==> src/rtl/div_unit_pkg.sv <==
// Shared definitions for the iterative divider: FSM encoding and datapath sizing.
package div_defs;

  localparam int DIV_WIDTH = 32;
  localparam int DIV_ITERS = 32;
  localparam int CNT_WIDTH = $clog2(DIV_ITERS);

  localparam logic [1:0] IDLE = 2'd0;
  localparam logic [1:0] RUN  = 2'd1;
  localparam logic [1:0] DONE = 2'd2;

endpackage

==> src/rtl/div_unit_step.sv <==
// One combinational restoring radix-2 step: shift in the next dividend bit,
// trial-subtract the divisor, keep the difference only if it did not borrow.
module div_step
  import div_defs::*;
(
  input  logic [DIV_WIDTH-1:0] rem,
  input  logic [DIV_WIDTH-1:0] quo,
  input  logic [DIV_WIDTH-1:0] divisor,
  output logic [DIV_WIDTH-1:0] rem_next,
  output logic [DIV_WIDTH-1:0] quo_next
);

  logic [DIV_WIDTH:0] shifted;
  logic [DIV_WIDTH:0] diff;

  // The partial remainder always stays below 2*divisor, so 33 bits hold the trial result.
  always_comb begin
    shifted = {rem, quo[DIV_WIDTH-1]};
    diff    = shifted - {1'b0, divisor};
    if (diff[DIV_WIDTH]) begin
      rem_next = shifted[DIV_WIDTH-1:0];
      quo_next = {quo[DIV_WIDTH-2:0], 1'b0};
    end else begin
      rem_next = diff[DIV_WIDTH-1:0];
      quo_next = {quo[DIV_WIDTH-2:0], 1'b1};
    end
  end

endmodule

==> src/rtl/div_unit.sv <==
// Multi-cycle div/divu unit for the execute stage: 32 restoring steps on operand
// magnitudes, then sign fix-up into HI (remainder) / LO (quotient).
module div_unit
  import div_defs::*;
(
  input  logic                 clk,
  input  logic                 rst,
  input  logic                 StartE,
  input  logic                 SignedE,
  input  logic                 AnnulE,
  input  logic [DIV_WIDTH-1:0] SrcAE,
  input  logic [DIV_WIDTH-1:0] SrcBE,
  output logic                 DivStallE,
  output logic                 ReadyE,
  output logic [DIV_WIDTH-1:0] HIResultE,
  output logic [DIV_WIDTH-1:0] LOResultE
);

  logic [1:0]           state;
  logic [CNT_WIDTH-1:0] count;
  logic [DIV_WIDTH-1:0] rem;
  logic [DIV_WIDTH-1:0] quo;
  logic [DIV_WIDTH-1:0] divisor;
  logic                 q_neg;
  logic                 r_neg;
  logic [DIV_WIDTH-1:0] hi_q;
  logic [DIV_WIDTH-1:0] lo_q;
  logic [DIV_WIDTH-1:0] rem_next;
  logic [DIV_WIDTH-1:0] quo_next;
  logic                 accept;

  div_step u_step (
    .rem      (rem),
    .quo      (quo),
    .divisor  (divisor),
    .rem_next (rem_next),
    .quo_next (quo_next)
  );

  assign accept = (state == IDLE) && StartE && !AnnulE;

  always_ff @(posedge clk) begin
    if (rst) begin
      state   <= IDLE;
      count   <= '0;
      rem     <= '0;
      quo     <= '0;
      divisor <= '0;
      q_neg   <= 1'b0;
      r_neg   <= 1'b0;
      hi_q    <= '0;
      lo_q    <= '0;
    end else begin
      case (state)
        IDLE: begin
          if (accept) begin
            // The quotient register starts as the dividend magnitude and shifts out one bit per step.
            quo     <= (SignedE && SrcAE[DIV_WIDTH-1]) ? -SrcAE : SrcAE;
            divisor <= (SignedE && SrcBE[DIV_WIDTH-1]) ? -SrcBE : SrcBE;
            q_neg   <= SignedE && (SrcAE[DIV_WIDTH-1] != SrcBE[DIV_WIDTH-1]);
            r_neg   <= SignedE && SrcAE[DIV_WIDTH-1];
            rem     <= '0;
            count   <= '0;
            state   <= RUN;
          end
        end
        RUN: begin
          if (AnnulE) begin
            state <= IDLE;
          end else begin
            rem   <= rem_next;
            quo   <= quo_next;
            count <= count + 1'b1;
            if (count == CNT_WIDTH'(DIV_ITERS - 1)) begin
              lo_q  <= q_neg ? -quo_next : quo_next;
              hi_q  <= r_neg ? -rem_next : rem_next;
              state <= DONE;
            end
          end
        end
        DONE:    state <= IDLE;
        default: state <= IDLE;
      endcase
    end
  end

  // Stall is gated by reset so the hazard unit sees a quiet divider while reset is held.
  assign DivStallE = !rst && (accept || (state == RUN));
  assign ReadyE    = (state == DONE);
  assign HIResultE = hi_q;
  assign LOResultE = lo_q;

endmodule

==> config.mk <==
export PLATFORM = sky130hd
export DESIGN_NAME = div_unit
export DESIGN_NICKNAME = d
export VERILOG_FILES = /design/src/rtl/div_unit_pkg.sv /design/src/rtl/div_unit_step.sv /design/src/rtl/div_unit.sv
export SDC_FILE = /design/constraint.sdc
export NUM_CORES = 1
export LEC_CHECK = 0
export CORE_UTILIZATION = 58
export DETAILED_ROUTE_END_ITERATION = 7
export HOLD_SLACK_MARGIN = 0.03
export PLACE_DENSITY = 0.82
export RECOVER_POWER = 50
export SYNTH_ARGS = -nofsm -noshare
export SYNTH_HDL_FRONTEND = slang
export SYNTH_HIERARCHICAL = 1
export SYNTH_SLANG_ARGS = --single-unit
==> constraint.sdc <==
create_clock -name clk -period 5.9 [get_ports clk]
set_input_delay 0.59 -clock clk [delete_from_list [all_inputs] [get_ports clk]]
set_output_delay 0.59 -clock clk [all_outputs]
set_load 0.05 [all_outputs]
==> results.json <==
{
  "cts_buffer_depth": 2,
  "dieWidth_microns": 144,
  "p_per_area_nw_per_um2": 225,
  "multi_input_area_sq_um": 7390,
  "setup_tns_ns": 0,
  "yosys.area_share.adder_pct": 4.25,
  "hold_path_class": "reg -> reg",
  "clock_skew_ns": 0.0111,
  "cp-end-kind": "flip-flop",
  "vias": 11341,
  "layout_common_cells": "dfxtp_1 (169), nor2_1 (148), a21oi_1 (102)",
  "synth_edf_count": 0,
  "critPathLaunchType": "flip-flop",
  "areaGrowthSynthToFinish_pct": 14.4,
  "holdBufCountCts": 0,
  "cp_data_required_time_ns": 6.20,
  "wl_mm": 34.7,
  "drive_gt1_share_pct": 6.18,
  "grt_pass1_vias": 10041,
  "synth_seq_cells": 169,
  "final_common_cell": "dfxtp_1",
  "r2r-start": "quo[31]",
  "arrival_ns": 5.59,
  "relSlewSlack_pct": -168,
  "overflow": 0,
  "max_cap_violations": 2,
  "synth_nets": 1563,
  "grt_antenna_before_repair": 0,
  "grt_pass1_wl_mm": 54.6,
  "start_util_pct": 59.5,
  "finalCriticalPeriod_ns": 5.29,
  "first_pass_iters": 8,
  "synth_xor_area_share_pct": 8.71,
  "final_max_slew_viol_count": 119,
  "postCtsSetupBuffers": 0,
  "nets": 1600,
  "syn_inst": 1455,
  "design.core.area_sq_um": 19600,
  "seq_area_frac_synth_pct": 29.0,
  "synthArstFlopShare_pct": 0,
  "status": "finished, violations left",
  "synth_cell_types": 84,
  "dr.first_iter.drc_count": 1053,
  "cts_tree": "yes",
  "die_h_microns": 144,
  "n_fill_cell": 1674,
  "numPortBuffers": 134,
  "cts_buffers": 17,
  "gr-usage-all-layers_pct": 33.9,
  "muxShareOfSynthArea_pct": 4.24,
  "p_leak_uw": 0.00514,
  "drtAntennaViolNets": 0,
  "violations": "capacitance limit, slew limit",
  "via_per_inst": 6.41,
  "path_max_fanout": 28,
  "max-vdd-ir-drop_uv": 177,
  "tightest_slew_ns": 3.97,
  "power.total_uw": 3000,
  "place_congestion": 0.943,
  "cp-startpoint": "quo[31]",
  "cts.sinks": 169,
  "rows": 51,
  "die_area_sq_um": 20700,
  "hpwl_mm": 25.4,
  "drcViolationCount": 0,
  "path_cells": "inv_1 -> ha_1 -> fa_1 -> and2b_1 -> o2111ai_2 -> a21oi_2 -> o211ai_2 -> a211oi_4 -> nor2_4 -> mux2i_4 -> and2_4 -> inv_8 -> mux2_4 -> or4_1 -> nor4b_1 -> nand4_1 -> mux2i_1 -> o22ai_1",
  "finalHoldViolCount": 0,
  "fmax_ghz": 0.189,
  "slowest_stage": "nor4b_1",
  "min_from": "HIResultE[0]",
  "wl_per_cell_microns": 19.6,
  "n_antenna_cell": 0,
  "seqCellArea_sq_um": 3380,
  "netlist_area_sq_um": 11700,
  "setup.worst_path.class": "reg -> reg",
  "grt_max_degree": 81,
  "cts-resized-gates": 0,
  "clock_latency_ns": 0.43,
  "max_stage_delay_ns": 0.76,
  "cts_root_buf": "clkbuf_16",
  "io_pins": 135,
  "cts.clk_slew.worst_paths_ns": 0.07,
  "synth-compound-area-share_pct": 26.5,
  "cts_htree_levels": 4,
  "syn_avg_cell_area_sq_um": 8.01,
  "rsz0062_at_grt": "no",
  "setup_viol": 0,
  "ys.flop_type": "dfxtp_1",
  "yosys.area_share.simple_pct": 19.7,
  "yosysWarningCount": 6,
  "synth_top_family_by_area": "compound AO/OA/AOI/OAI gates",
  "period_share_pct": 89.7
}
[power by group]
group	switching (uW)	internal, uW
logic	417	267
clock network	539	562
registers	39.3	1170
[worst paths after layout]
path / endpoint / slack, ns / depth (start not counted)
worst max register to register: HIResultE[30] / 0.61 / 18
worst max-delay path: HIResultE[30] / 0.61 / 18
worst min-delay path: HIResultE[0] / 0.45 / 2
worst min register to register: HIResultE[0] / 0.45 / 2
[synthesized netlist by cell type (all sizes together), types with 24 or more instances]
cell,instances,area (sq um)
buf,47,357
xor2,68,596
a21oi,103,519
nor3,38,200
and3,26,163
xnor2,48,420
ha,38,475
nor2,149,567
o21ai,82,410
o31ai,24,208
nand2,83,312
a211oi,48,373
inv,59,229
clkbuf,82,308
dfxtp,169,3380
nand3,34,170
a22oi,35,263
mux2,24,342
[critical path, delay by kind of cell, from the launching register on]
family                     cells  cell delay, ns
and+or+nand+nor                6            2.21
DFF                            1            0.36
adders and majority gates      2            0.63
AOI/OAI and AO/OA              5            0.93
muxes                          3            0.85
buffers and inverters          2            0.17
[registers in the layout (all words and copies together) (netlist names)]
| signal | count |
|---|---|
| LOResultE | 32 |
| r_neg | 1 |
| rem | 32 |
| count | 5 |
| HIResultE | 32 |
| q_neg | 1 |
| divisor | 32 |
| quo | 32 |
| state | 2 |
[layer usage]
layer	global-route usage (%)	up-vias	wire, microns
li1	-	5421	-
met4	12.9	0	1110
met1	45.2	5342	14900
met5	0	-	0
met3	5.76	74	2590
met2	54.4	504	16100
[per-stage QoR]
step | hold WS, ns | instance area (sq um) | cells | setup WS [ns] | util [%]
global route | 0.474 | 13300 | 1770 | 0.315 | 68.1
finish | 0.452 | 13300 | 1770 | 0.606 | 68.1
CTS | 0.458 | 13400 | 1770 | 0.645 | 68.3
floorplan | 0.437 | 11700 | 1455 | 1.04 | -
global placement | 0.438 | 12800 | 1738 | 0.833 | 65.4
detailed placement | 0.446 | 12800 | 1738 | 0.694 | 65.4
[cell type report]
type,count,area share (%)
inverters,59,1.72
multi-input cells,1098,55.4
repair buffers,147,10.7
flip-flops and latches,169,25.4
well taps,265,2.49
clock inverters,15,1.13
clock buffers,17,3.19
[cells by family after synthesis]
group           after synthesis
compound gates              454
mux                          38
buf+inv                     188
flops                       169
xor+xnor                    116
simple gates                451
fa+ha+maj                    39
No activity file was read; power rests on OpenSTA's default activity.
